<file path="config.mk">
export PLATFORM = sky130hd
export DESIGN_NAME = matrix_streamer
export DESIGN_NICKNAME = d
export VERILOG_FILES = /design/src/rtl/matmul_pkg.sv /design/src/rtl/rc_counter.sv /design/src/rtl/matrix_streamer.sv
export SDC_FILE = /design/constraint.sdc
export NUM_CORES = 1
export LEC_CHECK = 0
export CORE_MARGIN = 3
export CORE_UTILIZATION = 52
export CTS_CLUSTER_SIZE = 20
export DETAILED_ROUTE_END_ITERATION = 6
export PLACE_DENSITY = 0.95
export SYNTH_ARGS = -nofsm -noshare
export SYNTH_HDL_FRONTEND = slang
export SYNTH_SLANG_ARGS = --single-unit
export TNS_END_PERCENT = 50
</file>
<file path="constraint.sdc">
create_clock -name clk -period 24.1 [get_ports clk]
set_input_delay 3.615 -clock clk [delete_from_list [all_inputs] [get_ports clk]]
set_output_delay 3.615 -clock clk [all_outputs]
set_load 0.01 [all_outputs]
</file>
<file path="src/rtl/matmul_pkg.sv">
// Shared types and constants for the matrix datapath blocks
// (matmul array, dot-product units, matrix streamer and loader).
// Contents:
//   stream_state_t : two-state streaming FSM encoding
//   DEFAULT_DATA_W : default element width
//   idx_w()        : width of an index that counts 0..n-1 (minimum 1 bit)
package matmul_pkg;

   localparam int DEFAULT_DATA_W = 16;

   typedef enum logic {
      IDLE   = 1'b0,
      STREAM = 1'b1
   } stream_state_t;

   // A dimension of 1 still needs a 1-bit index so that ports never collapse to zero width.
   function automatic int idx_w(input int n);
      return (n > 1) ? $clog2(n) : 1;
   endfunction

endpackage

</file>
<file path="src/rtl/rc_counter.sv">
// Row/column index pair that walks a ROWS x COLS grid in row-major order.
// It is shared by the transmit-side streamer and the receive-side loader.
// Ports:
//   clk, reset  : rising-edge clock, synchronous active-high reset
//   clear_i     : force the indices back to [0][0]
//   advance_i   : step to the next element; wraps to [0][0] after the last one
//   row_o/col_o : current indices
//   col_wrap_o  : current column is COLS-1
//   last_o      : current element is [ROWS-1][COLS-1]
module rc_counter
   import matmul_pkg::*;
#(
   parameter int  ROWS = 4,
   parameter int  COLS = 4,
   localparam int RW   = idx_w(ROWS),
   localparam int CW   = idx_w(COLS)
) (
   input  logic          clk,
   input  logic          reset,
   input  logic          clear_i,
   input  logic          advance_i,
   output logic [RW-1:0] row_o,
   output logic [CW-1:0] col_o,
   output logic          col_wrap_o,
   output logic          last_o
);

   localparam logic [RW-1:0] ROW_MAX = RW'(ROWS - 1);
   localparam logic [CW-1:0] COL_MAX = CW'(COLS - 1);

   logic [RW-1:0] row_q, row_d;
   logic [CW-1:0] col_q, col_d;

   assign col_wrap_o = (col_q == COL_MAX);
   assign last_o     = col_wrap_o && (row_q == ROW_MAX);
   assign row_o      = row_q;
   assign col_o      = col_q;

   always_comb begin
      row_d = row_q;
      col_d = col_q;
      if (clear_i || (advance_i && last_o)) begin
         row_d = '0;
         col_d = '0;
      end else if (advance_i) begin
         if (col_wrap_o) begin
            col_d = '0;
            row_d = row_q + RW'(1);
         end else begin
            col_d = col_q + CW'(1);
         end
      end
   end

   always_ff @(posedge clk) begin
      if (reset) begin
         row_q <= '0;
         col_q <= '0;
      end else begin
         row_q <= row_d;
         col_q <= col_d;
      end
   end

endmodule

</file>
<file path="src/rtl/matrix_streamer.sv">
// Snapshots a ROWS x COLS matrix on start and drains it row-major onto a
// valid/ready element stream with row-end and matrix-end markers.
// Ports:
//   clk, reset           : rising-edge clock, synchronous active-high reset
//   start                : capture mat_in and begin streaming (only while idle)
//   mat_in               : source matrix, sampled on an accepted start only
//   busy                 : a matrix is being streamed
//   done                 : one-cycle pulse after the final handshake
//   m_valid / m_ready    : element handshake
//   m_data               : current element (0 while m_valid is low)
//   m_row / m_col        : indices of the current element
//   m_row_last / m_last  : end-of-row / end-of-matrix markers
//
// state  | meaning
// IDLE   | no stream in flight; start captures the matrix
// STREAM | m_valid high; each handshake advances the row/col counter
module matrix_streamer
   import matmul_pkg::*;
#(
   parameter int  ROWS   = 4,
   parameter int  COLS   = 4,
   parameter int  DATA_W = DEFAULT_DATA_W,
   localparam int RW     = idx_w(ROWS),
   localparam int CW     = idx_w(COLS)
) (
   input  logic              clk,
   input  logic              reset,
   input  logic              start,
   input  logic [DATA_W-1:0] mat_in [ROWS][COLS],
   output logic              busy,
   output logic              done,
   output logic              m_valid,
   input  logic              m_ready,
   output logic [DATA_W-1:0] m_data,
   output logic [RW-1:0]     m_row,
   output logic [CW-1:0]     m_col,
   output logic              m_row_last,
   output logic              m_last
);

   stream_state_t     state_q, state_d;
   logic              done_q, done_d;
   logic [DATA_W-1:0] snap_q [ROWS][COLS];

   logic              capture;
   logic              handshake;
   logic [RW-1:0]     row;
   logic [CW-1:0]     col;
   logic              col_wrap;
   logic              last;

   always_comb begin
      state_d   = state_q;
      done_d    = 1'b0;
      capture   = 1'b0;
      handshake = 1'b0;
      case (state_q)
         IDLE: begin
            if (start) begin
               capture = 1'b1;
               state_d = STREAM;
            end
         end
         STREAM: begin
            if (m_ready) begin
               handshake = 1'b1;
               if (last) begin
                  state_d = IDLE;
                  done_d  = 1'b1;
               end
            end
         end
         default: state_d = IDLE;
      endcase
   end

   always_ff @(posedge clk) begin
      if (reset) begin
         state_q <= IDLE;
         done_q  <= 1'b0;
      end else begin
         state_q <= state_d;
         done_q  <= done_d;
      end
   end

   // Snapshot is deliberately unreset: its contents only matter after a capture.
   always_ff @(posedge clk) begin
      if (capture) begin
         snap_q <= mat_in;
      end
   end

   rc_counter #(
      .ROWS (ROWS),
      .COLS (COLS)
   ) u_rc (
      .clk        (clk),
      .reset      (reset),
      .clear_i    (capture),
      .advance_i  (handshake),
      .row_o      (row),
      .col_o      (col),
      .col_wrap_o (col_wrap),
      .last_o     (last)
   );

   // Indices rest at [0][0] whenever idle, so only data and markers need gating.
   assign m_valid    = (state_q == STREAM);
   assign busy       = m_valid;
   assign done       = done_q;
   assign m_data     = m_valid ? snap_q[row][col] : '0;
   assign m_row      = row;
   assign m_col      = col;
   assign m_row_last = m_valid && col_wrap;
   assign m_last     = m_valid && last;

endmodule
</file>
==> implementation parameters <==
Parameter                              Value

Critical path
  Reg-to-Reg Start ... busy
  Data arrival, critical path ... 3410 ps
  Worst EP required ... 20480 ps
  Critical path launch point ... u_rc.col_o[0]
  Worst R2R Setup Slack ... 21470 ps
  Worst r2r path cells ... 3
  Critical path peak fanout ... 71
  Type of destination of the critical path ... output port
  Endpoint of the lowest-slack register-to-register path ... snap_q[1]
  Critical setup path kind ... flip-flop to output port
  Critical Path Start Type ... flip-flop

GRT
  Wire length of the first global-routing pass ... 36900 um
  Remaining Overflow, GRT ... 0
  Vias in the first global route ... 6241
  Number of antenna violations at the first check in global routing ... 1
  Pin count of the biggest net entering global routing ... 190
  Global-route usage over all layers ... 22.9%

Placed design
  Buffers added on ports ... 284
  DPL Wire Length ... 17200 um
  Final RePlAce weighted congestion ... 0.793
  Post-placement setup slack ... 17610 ps

Clocking
  Worst skew pair latency ... 530 ps
  Number of buffers inserted for hold repair after clock tree synthesis ... 0
  Post-CTS clock slew at the launch and capture registers of the worst setup and hold paths ... 60 ps
  Clock Path Buffers ... 3
  Buffer cell driving the clock tree root ... clkbuf_16
  Post-CTS resize count ... 0
  Total clock buffers created by CTS ... 27
  Total number of H-tree levels ... 1
  Clock sink count ... 262
  CTS tree ... done
  Number of buffers inserted to repair setup after CTS ... 0

Logic synthesis
  Share of the yosys chip area belonging to registers ... 77.0%
  Post-synthesis instance area ... 10100 um^2
  Leading register cell type out of synthesis ... edfxtp_1
  Cell types with the largest area share after synthesis ... edfxtp_1 (76%), mux4_2 (7.1%), mux2i_1 (3.9%)
  Total of warnings raised by yosys ... 0
  Share of synthesized registers carrying an async set or reset ... 0%
  Synth cell count leaders ... edfxtp_1 (256), mux2i_1 (40), mux4_2 (32)
  Number of nets produced by synthesis ... 748
  Portion of synthesized cell area occupied by the leading cell type ... 75.8%
  Count of flip-flops with a built-in enable after synthesis ... 256
  #FFs+latches synth ... 262
  Distinct cell type count of the synthesized netlist ... 36
  Average size of a mapped cell ... 20.9 um^2
  Cells after Synth ... 486
  Largest area contributor in the netlist ... edfxtp_1
  Most common cell in the netlist ... edfxtp_1

Min path
  Worst hold path class ... flip-flop to flip-flop
  Hold-critical path depth ... 2
  Beginning of the worst hold path ... u_rc.col_o[1]
  End of the worst hold path ... u_rc.col_o[1]

Drt
  Vias/cell ... 5.53
  First-pass detailed-route iteration total ... 5
  Detailed-route DRC error count ... 0
  Via count ... 5847
  Total wirelength of the detailed-routed design ... 24900 um
  Number of DRC violations after detailed-routing iteration 0 ... 485
  Post-route antenna net violation count ... 0
  Routed wire length per instance ... 23.6 um

Job
  MaxCap Viol Count ... 0

Outcome
  Status ... finished clean

Timing
  Final setup violation count ... 0
  Unrepaired setup endpoints after global routing ... false
  Total count of hold-check failures in the final report ... 0
  Fin. max-slew vios ... 0
  Worst Skew ... 7.57 ps
  Tmin final ... 7030 ps
  Worst hold margin ... 530 ps
  Final worst path period share ... 29.2%
  Final TNS setup ... 0 ps
  Worst Max-Slew Pin Slew ... 1120 ps
  Worst slew slack as a fraction of its limit ... 25.1%
  Post-layout worst setup margin ... 17070 ps
  Maximum frequency from static timing analysis ... 142 MHz

Power
  Total power density per cell area ... 71.7 nW/um^2
  P_leak ... 4.57 nW
  Total power ... 1.00 mW
  Worst IR drop on VDD ... 0.0652 mV

Die
  I/O pin total ... 285
  Initial cell density of the core ... 53.5%
  Die Area ... 21200 um^2
  Vertical extent of the die ... 146 um
  Die Wd ... 146 um
  Floorplan core area ... 19000 um^2
  Standard-cell rows ... 50

Final layout
  Layout cell share with drive strength beyond 1 ... 12.8%
  Final-stage net count ... 1038
  Antenna diodes ... 0
  Area growth syn-to-layout ... 38.1%
-- state kept, by name, indices dropped and copies added (netlist names) --
signal,count
snap_q,256
u_rc.col_o,2
u_rc.row_o,2
busy,1
done,1
-- worst max path at each step --
stage,to,slack [ps]
floorplan,u_rc.col_o[0],8380
global placement,m_data[14],17630
detailed placement,m_data[14],17610
CTS,m_data[1],17040
global route,m_data[4],16890
finish,m_data[14],17070
-- metrics by stage --
stage	instances	utilization (%)	instance area, um^2
2_1_floorplan	486	-	10100
3_3_place_gp	1007	69.5	13200
3_5_place_dp	1007	69.5	13200
4_1_cts	1057	73.9	14000
5_1_grt	1057	73.9	14000
6_report	1057	73.9	14000
-- critical path, stage by stage (launching register included) --
cell             delay, ps
dfxtp_4               1080
nand2b_1               520
o22ai_1                530
o32ai_1                140
clkdlybuf4s50_1        590
-- layout by cell type, fill, tap and decap left out, types with 9 or more instances in the layout --
cell	synthesis	final
clkbuf_16	0	27
mux2i_1	40	40
clkinv_1	0	9
mux2_2	24	24
mux4_2	32	32
nor2b_1	11	10
a21oi_1	10	10
o22ai_1	9	9
edfxtp_1	256	256
clkdlybuf4s50_1	0	284
-- final cells by class --
type | count | area [um^2]
flip-flops and latches | 262 | 7820
fillers | 1091 | 4940
repair buffers | 287 | 2880
multi-input cells | 198 | 2160
clock buffers | 30 | 687
well taps | 260 | 325
clock inverters | 20 | 144
-- layer usage --
layer | routed length (um) | GRT usage [%] | part of all wire (%)
met4 | 1040 | 8.59 | 4.2
met1 | 9530 | 29.4 | 38
met3 | 1540 | 4.58 | 6.2
met2 | 12800 | 39.2 | 51
met5 | 13 | 0 | 0.052
-- power by group --
part	leakage [nW]	internal [mW]	switching, mW
logic	1.69	0.0518	0.0281
registers	2.49	0.530	0.00925
clock network	0.399	0.217	0.168
total	4.57	0.799	0.205
-- cell families (layout without fill, tap and decap cells) --
logic type,count (synthesis),in the layout,share of synthesized area [%]
compound gates,51,51,3.31
fa+ha+maj,2,2,0.247
mux,105,105,15.6
flops,262,262,77.0
simple gates,39,39,2.01
buf+inv,26,337,1.79
xor+xnor,1,1,0.0864
Note: power is estimated with default switching activity, not from simulation.
